==> src/rtl/jtag_dpi_driver_if.sv <==
// jtag_dpi_driver_if: host command/response channel of the JTAG DPI driver
interface jtag_dpi_driver_if;
  logic        cmd_valid_i;
  logic        cmd_ready_o;
  logic [1:0]  cmd_op_i;
  logic [5:0]  cmd_len_i;
  logic [31:0] cmd_tms_i;
  logic [31:0] cmd_tdi_i;
  logic        rsp_valid_o;
  logic [31:0] rsp_tdo_o;
  modport master (
    output cmd_valid_i, cmd_op_i, cmd_len_i, cmd_tms_i, cmd_tdi_i,
    input  cmd_ready_o, rsp_valid_o, rsp_tdo_o
  );
  modport slave (
    input  cmd_valid_i, cmd_op_i, cmd_len_i, cmd_tms_i, cmd_tdi_i,
    output cmd_ready_o, rsp_valid_o, rsp_tdo_o
  );
endinterface

==> src/rtl/jtag_dpi_driver.sv <==
// jtag_dpi_driver: bit-level JTAG master turning host commands into TCK/TMS/TDI/TRST; rx trace under JTAG_DPI_PRINT_EN
module jtag_dpi_driver #(
  parameter int TCK_HALF_PERIOD = 2,
  parameter int TRST_CYCLES = 4,
  parameter int PRINT_RECEIVED_JTAG_DATA = 0
) (
  input  logic system_clk,
  input  logic reset,
  jtag_dpi_driver_if.slave bus,
  output logic jtag_tck_o,
  output logic jtag_tms_o,
  output logic jtag_tdi_o,
  output logic jtag_trst_o,
  input  logic jtag_tdo_i
);
  localparam logic [1:0] OP_SHIFT = 2'd0, OP_TRST = 2'd1, OP_TLR = 2'd2;
  localparam int CMAX = TCK_HALF_PERIOD > TRST_CYCLES ? TCK_HALF_PERIOD : TRST_CYCLES;
  localparam int CW = $clog2(CMAX + 1);
  typedef enum logic [2:0] {IDLE, LOW, HIGH, TRST, RESP} state_t;
  state_t state, nxt;
  logic [CW-1:0] cnt;
  logic [5:0] len, req_len;
  logic [4:0] idx;
  logic [31:0] tms_q, tdi_q, tdo_q, rsp_tdo;
  logic tms_r, tdi_r, accept, half_done, trst_done, last_bit;
  assign accept = bus.cmd_valid_i && state == IDLE;
  assign half_done = cnt == CW'(TCK_HALF_PERIOD - 1);
  assign trst_done = cnt == CW'(TRST_CYCLES - 1);
  assign last_bit = {1'b0, idx} == len - 6'd1;
  assign req_len = bus.cmd_op_i == OP_TLR ? 6'd5 : bus.cmd_len_i > 6'd32 ? 6'd32 : bus.cmd_len_i;
  // state register
  always_ff @(posedge system_clk)
    state <= reset ? IDLE : nxt;
  // next-state: zero-length shifts and NOPs go straight to the response cycle
  always_comb
    nxt = state == IDLE ? (!accept ? IDLE :
                           bus.cmd_op_i == OP_TRST ? TRST :
                           (bus.cmd_op_i == OP_SHIFT || bus.cmd_op_i == OP_TLR) && req_len != 6'd0 ? LOW : RESP) :
          state == LOW  ? (half_done ? HIGH : LOW) :
          state == HIGH ? (half_done ? (last_bit ? RESP : LOW) : HIGH) :
          state == TRST ? (trst_done ? RESP : TRST) : IDLE;
  // command latch, phase counter, bit drive and TDO capture at each TCK rise
  always_ff @(posedge system_clk) begin
    if (reset) begin
      cnt <= '0;
      len <= '0;
      idx <= '0;
      tms_q <= '0;
      tdi_q <= '0;
      tdo_q <= '0;
      tms_r <= 1'b0;
      tdi_r <= 1'b0;
      rsp_tdo <= '0;
    end else begin
      cnt <= nxt != state ? '0 : cnt + 1'b1;
      if (accept) begin
        len <= bus.cmd_op_i == OP_SHIFT || bus.cmd_op_i == OP_TLR ? req_len : 6'd0;
        idx <= '0;
        tdo_q <= '0;
        tms_q <= bus.cmd_op_i == OP_TLR ? 32'h1f : bus.cmd_tms_i;
        tdi_q <= bus.cmd_op_i == OP_TLR ? 32'h0 : bus.cmd_tdi_i;
        if (nxt == LOW) begin
          tms_r <= bus.cmd_op_i == OP_TLR ? 1'b1 : bus.cmd_tms_i[0];
          tdi_r <= bus.cmd_op_i == OP_TLR ? 1'b0 : bus.cmd_tdi_i[0];
        end
        if (nxt == TRST) tms_r <= 1'b0;
      end
      if (state == LOW && nxt == HIGH) tdo_q[idx] <= jtag_tdo_i;
      if (state == HIGH && nxt == LOW) begin
        idx <= idx + 5'd1;
        tms_r <= tms_q[idx + 5'd1];
        tdi_r <= tdi_q[idx + 5'd1];
      end
      if (nxt == RESP && state != RESP) rsp_tdo <= state == HIGH ? tdo_q : 32'h0;
    end
  end
  // outputs decoded from state; tms/tdi hold their last value between commands
  always_comb begin
    bus.cmd_ready_o = state == IDLE;
    bus.rsp_valid_o = state == RESP;
    bus.rsp_tdo_o = rsp_tdo;
    jtag_tck_o = state == HIGH;
    jtag_trst_o = state != TRST;
    jtag_tms_o = tms_r;
    jtag_tdi_o = tdi_r;
  end
`ifdef JTAG_DPI_PRINT_EN
  // trace each completed command when enabled at runtime
  always_ff @(posedge system_clk)
    if (!reset && state == RESP && PRINT_RECEIVED_JTAG_DATA != 0)
      $display("JTAG rx: len=%0d tdo=0x%h", len, rsp_tdo);
`endif
endmodule

==> src/flat_wrapper.sv <==
// flat-port wrapper written by rule: the top's interface ports become plain ports
module jtag_dpi_driver_flat 
#(
  parameter int TCK_HALF_PERIOD = 2,
  parameter int TRST_CYCLES = 4,
  parameter int PRINT_RECEIVED_JTAG_DATA = 0
)
  (system_clk, reset, jtag_tck_o, jtag_tms_o, jtag_tdi_o, jtag_trst_o, jtag_tdo_i, bus_cmd_valid_i, bus_cmd_op_i, bus_cmd_len_i, bus_cmd_tms_i, bus_cmd_tdi_i, bus_cmd_ready_o, bus_rsp_valid_o, bus_rsp_tdo_o);
  jtag_dpi_driver_if bus_i ();
  input  logic system_clk;
  input  logic reset;
  output logic jtag_tck_o;
  output logic jtag_tms_o;
  output logic jtag_tdi_o;
  output logic jtag_trst_o;
  input  logic jtag_tdo_i;
  input wire logic [$bits(bus_i.cmd_valid_i)-1:0] bus_cmd_valid_i;
  input wire logic [$bits(bus_i.cmd_op_i)-1:0] bus_cmd_op_i;
  input wire logic [$bits(bus_i.cmd_len_i)-1:0] bus_cmd_len_i;
  input wire logic [$bits(bus_i.cmd_tms_i)-1:0] bus_cmd_tms_i;
  input wire logic [$bits(bus_i.cmd_tdi_i)-1:0] bus_cmd_tdi_i;
  output wire logic [$bits(bus_i.cmd_ready_o)-1:0] bus_cmd_ready_o;
  output wire logic [$bits(bus_i.rsp_valid_o)-1:0] bus_rsp_valid_o;
  output wire logic [$bits(bus_i.rsp_tdo_o)-1:0] bus_rsp_tdo_o;
  assign bus_i.cmd_valid_i = bus_cmd_valid_i;
  assign bus_i.cmd_op_i = bus_cmd_op_i;
  assign bus_i.cmd_len_i = bus_cmd_len_i;
  assign bus_i.cmd_tms_i = bus_cmd_tms_i;
  assign bus_i.cmd_tdi_i = bus_cmd_tdi_i;
  assign bus_cmd_ready_o = bus_i.cmd_ready_o;
  assign bus_rsp_valid_o = bus_i.rsp_valid_o;
  assign bus_rsp_tdo_o = bus_i.rsp_tdo_o;
  jtag_dpi_driver #(.TCK_HALF_PERIOD(TCK_HALF_PERIOD), .TRST_CYCLES(TRST_CYCLES), .PRINT_RECEIVED_JTAG_DATA(PRINT_RECEIVED_JTAG_DATA)) u_core (.system_clk(system_clk), .reset(reset), .bus(bus_i), .jtag_tck_o(jtag_tck_o), .jtag_tms_o(jtag_tms_o), .jtag_tdi_o(jtag_tdi_o), .jtag_trst_o(jtag_trst_o), .jtag_tdo_i(jtag_tdo_i));
endmodule
==> config.mk <==
export PLATFORM = sky130hd
export DESIGN_NAME = jtag_dpi_driver_flat
export DESIGN_NICKNAME = d
export VERILOG_FILES = /design/src/rtl/jtag_dpi_driver_if.sv /design/src/rtl/jtag_dpi_driver.sv /design/src/flat_wrapper.sv
export SDC_FILE = /design/constraint.sdc
export NUM_CORES = 1
export LEC_CHECK = 0
export ABC_CLOCK_PERIOD_IN_PS = 3100
export BUFFER_PORTS_ARGS = -buffer_cell sky130_fd_sc_hd__buf_2
export CAP_MARGIN = 40
export CORE_MARGIN = 1.5
export CORE_UTILIZATION = 55
export DETAILED_ROUTE_END_ITERATION = 8
export PLACE_DENSITY = 0.78
export SYNTH_ARGS = -nofsm -noshare
export SYNTH_HDL_FRONTEND = slang
export SYNTH_SLANG_ARGS = --single-unit
==> constraint.sdc <==
create_clock -name system_clk -period 3.1 [get_ports system_clk]
set_input_delay 0.155 -clock system_clk [delete_from_list [all_inputs] [get_ports system_clk]]
set_output_delay 0.155 -clock system_clk [all_outputs]
set_load 0.02 [all_outputs]
Yosys cells after proc, flatten, opt, wreduce, memory -nomap -nowiden
Index checks and enable logic that the tools add are counted.
{ "word_totals": {"out_inout_bits": 38, "register_bits": 147, "in_bits": 76, "wordCells": 87} }
{ "classes": {"n_reduce_logical": 16, "addsub": 3, "n_lt_le_gt_ge": 4, "n_eq_ne": 16, "muxes": 38} }
{ "op_table": {"columns": ["op", "n"], "rows": [
  ["$mux W32", 6],
  ["$bwmux W32", 1],
  ["$mux W3", 10],
  ["$mux W6", 3],
  ["$eq A3 B2 Y1 const B", 5],
  ["$lt A5 B6 Y1 const B", 2],
  ["$mux W1", 12],
  ["$bmux W1 S5", 2],
  ["$mux W5", 2],
  ["$eq A3 B1 Y1 const B", 3],
  ["$eq A3 B3 Y1 const B", 2],
  ["$eq A5 B6 Y1", 1],
  ["$gt A6 B6 Y1 const B", 1],
  ["$logic_and A1 B1 Y1", 6],
  ["$reduce_bool A6 Y1", 1],
  ["$sub A6 B1 Y6 const B", 1],
  ["$add A5 B1 Y5 const B", 1],
  ["$demux W1 S5", 1],
  ["$ge A5 B1 Y1 const B", 1],
  ["$reduce_and A2 Y1", 2],
  ["$reduce_bool A2 Y1", 2],
  ["$add A3 B1 Y3 const B", 1],
  ["$logic_not A3 Y1", 1],
  ["$ne A3 B2 Y1 const B", 1],
  ["9 further kinds", 9]
]} }

Logic depth before layout (Yosys ltp)
{ "logic_depth": {"depth_word": 14, "depth_mapped": 9, "mapped_depth_nobuf": 8} }

Worst setup path after synthesis
Ideal clock, no wire load.
{ "synth_path": {"path_type": "reg-to-reg", "from": "register u_core.idx[0]", "to": "register u_core.tms_r, in the netlist u_core.jtag_tms_o", "n_path_buf": 1, "stages_incl_launch_ff": 9, "t_required_ns": 2.978, "setup_ns": 0.122, "path_slack_ns": 0.544, "synth_period_minus_slack_ns": 2.556, "arrival_ns": 2.435, "cell_sequence": "dfxtp_1 clkinv_1 ha_1 buf_2 mux4_2 mux2_2 a31oi_1 nand4_1 o311a_1"} }
{ "synth_between": {"elab_chain_len": 10, "elab_cells_between_ends": 18, "classes_between": "add/sub (1); eq/ne (3); mux (10); reduce/logical (4)"} }
{ "synth_lines": {"columns": ["item", "line", "rtl"], "rows": [
  ["start, declared", "jtag_dpi_driver.sv:23", "logic [4:0] idx;"],
  ["start signal, assigned", "jtag_dpi_driver.sv:70", "idx <= idx + 5'd1;"],
  ["$eq A5 B6 Y1", "jtag_dpi_driver.sv:29", "assign last_bit = {1'b0, idx} == len - 6'd1;"],
  ["$mux W3 (3 in a row)", "jtag_dpi_driver.sv:40", "state == HIGH ? (half_done ? (last_bit ? RESP : LOW) : HIGH) :"],
  ["$mux W3", "jtag_dpi_driver.sv:39", "state == LOW ? (half_done ? HIGH : LOW) :"],
  ["$mux W3", "jtag_dpi_driver.sv:36", "nxt = state == IDLE ? (!accept ? IDLE :"],
  ["$eq A3 B2 Y1 / $eq A3 B1 Y1 (equally long branches)", "jtag_dpi_driver.sv:66, jtag_dpi_driver.sv:62, jtag_dpi_driver.sv:69", null],
  ["$mux W1 / $logic_and A1 B1 Y1 (equally long branches)", "jtag_dpi_driver.sv:66, jtag_dpi_driver.sv:69", null],
  ["$mux W1 (tied with other cells)", "jtag_dpi_driver.sv:56", "if (accept) begin"],
  ["$mux W1 / $reduce_and A2 Y1 (equally long branches)", null, null],
  ["end signal, assigned", "jtag_dpi_driver.sv:63", "tms_r <= bus.cmd_op_i == OP_TLR ? 1'b1 : bus.cmd_tms_i[0];"],
  ["end signal, assigned", "jtag_dpi_driver.sv:71", "tms_r <= tms_q[idx + 5'd1];"],
  ["end, declared", "jtag_dpi_driver.sv:25", "logic tms_r, tdi_r, accept, half_done, trst_done, last_bit;"]
]} }
Several ways; a longest one is shown, not always the timed one. The select of a mux whose other input is x is not followed.
A chain may end at the register's enable or synchronous reset.

Worst setup path in the final report
Ends and elaborated chain as after synthesis.

==> qor.txt <==
Run status: finished clean
Site Rows: 40
Critical Path Stages: 8
Worst Path Arrival: 2.94 ns
Placer Congestion: 0.843
Die Y: 115 microns
Area grow syn2layout: 24.8%
Antenna Nets Post-Route: 0
Main synth FF type: dfxtp_1
Max Slew Vio Count: 0
Starting Density: 0.568
Largest net degree at the start of global routing: 69
Leak pwr: 3.14 nW
Setup Buffers After CTS: 0
Number of global-route vias before repair: 6,215
Post-synthesis async set-or-reset flop share: 0
Total gr overflow: 0
Clock Path Buffers: 2
Hold Path Stages: 3
Crit-path max cell delay: 0.55 ns
Synth area leader: dfxtp_1
Worst-case reg-to-reg path depth: 8
Top cells by area, synth: dfxtp_1 (43%), nand3_1 (11%), a21oi_1 (10%), o211ai_1 (5.6%), nand2_1 (5.3%)
Normalized max-slew margin: 0.386
Crit path buffers/inverters: 2
Core area: 0.0121 sq mm
Syn_area_per_cell: 8.32 sq um
Netlist cell types: 59
First-pass DRT Iterations: 5
Synth warn: 0
Tot GR Track Use: 0.290
Crit end category: flip-flop
MaxCap Viol Count: 0
# clock sinks: 147
Initial antenna violation count: 0
CTS tree: done
CTS Hold Bufs: 49
Post-Synthesis Net Count: 911
Syn Std Cell Area: 0.00688 sq mm
Die Footprint: 0.0132 sq mm
Syn Inst Count: 827
Critical path's slowest cell: mux4_2
Remaining DRCs: 0
Setup Crit Path Kind: flip-flop to flip-flop
Via count: 6,687
Setup TNS: 0 ns
Setup repair after global routing missed its margin: no
Top-Level Pins: 114
Core Util, Final: 0.709
HPWL after DPL: 11,500 microns
Count leader, synth: nand3_1
Hold WC Path Type: primary input to flip-flop
Skew-Pair Late Insertion Delay: 0.43 ns
Worst-path maximum fanout: 22
IO Port Bufs: 113
Share of post-route cells with drive strength above 1: 0.203
Share of the synthesized area in the top cell type: 0.428
CP top delay family: multiplexers
Seq cells post-synth: 147
Setup violations, final: 0
Layout Nets: 1,032
WL final: 18,700 microns
Pwr per Cell Area: 585 mW/mm^2
Post-cts sizing count: 0
Critical path launch point type: flip-flop
Max Freq: 381 MHz
Root Buffer: clkbuf_16
VDD IR max: 0.361 mV
First-pass GRT wire length: 30,100 microns
Total inserted antenna cells: 0
WL per Instance: 16.6 microns
Total CTS buffers: 17
Data required, critical path: 3.42 ns
Final Skew: 0.00532 ns
Commonest cells post-synth: nand3_1 (150), dfxtp_1 (147), a21oi_1 (137), nand2_1 (98)
CTS H-Tree Depth: 4
Number of flops mapped to enable cells by yosys: 0
Vias per cell: 5.92
Crit-path cells: clkinv_1 > ha_1 > buf_4 > mux4_2 > mux2_2 > a21oi_1 > nand4_1 > o311a_1
Register area share after synthesis: 0.428
CTS clk-pin slew, worst paths: 0.06 ns
Slew at the pin with the worst max-slew slack: 0.913 ns
Fillers: 981
Chip Width: 115 microns
Hold Vio Cnt, Final: 0
Iter 0 DRT Violations: 530
Final period util: 0.848
Post-layout minimum cycle time: 2.63 ns
[through the flow]
stage | hold slack [ns] | instances | cell area (sq um) | total power, mW | setup slack (ns)
after detailed placement | 0.418 | 1048 | 7510 | 2.98 | 0.506
after floorplan | 0.303 | 827 | 6880 | 2.74 | 0.544
after global routing | 0.0161 | 1129 | 8580 | 5.21 | 0.273
final | 0.00758 | 1129 | 8580 | 5.02 | 0.472
after global placement | 0.417 | 1047 | 7480 | 2.96 | 0.555
after CTS | 0.000673 | 1129 | 8580 | 5.02 | 0.488
[layer usage]
| layer | GRT usage | vias up | part of all wire |
|---|---|---|---|
| met5 | 0 | - | 0 |
| met4 | 0.133 | 0 | 0.028 |
| met3 | 0.0601 | 47 | 0.055 |
| met2 | 0.495 | 243 | 0.50 |
| met1 | 0.352 | 3156 | 0.42 |
| li1 | - | 3241 | - |
[where the power goes]
part           internal (mW)  total, mW  switching (mW)
clock                   1.24       2.01           0.774
combinational          0.340      0.907           0.567
sequential              2.01       2.11          0.0958
total                   3.59       5.02            1.44
[cells in the final DEF (no fill, tap or decap), types with 4 or more instances in the layout]
master / instances
xnor2_1: 5
dfxtp_1: 147
clkbuf_16: 17
nand2_1: 96
nor3_1: 15
nor2_1: 23
and2_1: 7
mux4_2: 14
nand2b_1: 4
buf_4: 17
nand3b_1: 4
inv_1: 10
clkinv_2: 8
nor4_1: 4
nand3_1: 150
dlygate4sd3_1: 49
ha_1: 8
a31oi_1: 6
mux2i_1: 6
mux2_2: 4
o211ai_1: 51
buf_2: 112
a21oi_1: 137
nor2b_1: 5
[layout make-up]
class / instances / area, sq um / share of cell area
multi-input cells: 591 / 3580 / 0.417
flip-flops and latches: 147 / 2940 / 0.343
repair buffers: 180 / 1230 / 0.143
clock buffers: 21 / 470 / 0.0548
well taps: 168 / 210 / 0.0245
clock inverters: 11 / 109 / 0.0127
inverters: 11 / 41.3 / 0.00481
[cell families (layout without fill, tap and decap cells)]
| logic type | count (synthesis) | after routing | share of synthesized area |
|---|---|---|---|
| adders and majority gates | 8 | 8 | 0.0146 |
| xor gates and xnor gates | 9 | 9 | 0.0153 |
| and+or+nand+nor | 332 | 332 | 0.234 |
| AOI/OAI and AO/OA | 218 | 218 | 0.193 |
| DFF | 147 | 147 | 0.428 |
| buffers and inverters | 89 | 223 | 0.0542 |
| muxes | 24 | 24 | 0.0611 |
[final timing paths]
kind,from,to,slack (ns)
hold reg to reg,u_core.tdi_q[12]$_SDFFE_PP0P_,u_core.tdi_q[12]$_SDFFE_PP0P_,0.45
hold / removal,bus_cmd_tdi_i[22],u_core.tdi_q[22]$_SDFFE_PP0P_,0.008
setup reg to reg,u_core.idx[0]$_SDFFE_PP0P_,u_core.jtag_tms_o$_SDFFE_PP0P_,0.47
setup / recovery,u_core.idx[0]$_SDFFE_PP0P_,u_core.jtag_tms_o$_SDFFE_PP0P_,0.47
[worst min-delay path: stages]
cell	delay (ns)
buf_2	0.10
nand3_1	0.06
a21oi_1	0.07
[state kept, by name, indices dropped and copies added, names as in the netlist]
| name | cells |
|---|---|
| u_core.jtag_tms_o | 1 |
| u_core.tms_q | 32 |
| u_core.state | 3 |
| u_core.tdo_q | 32 |
| u_core.tdi_q | 32 |
| u_core.len | 6 |
| u_core.jtag_tdi_o | 1 |
| u_core.cnt | 3 |
| u_core.idx | 5 |
| u_core.bus.rsp_tdo_o | 32 |
Power figures use the tool's default switching activity.
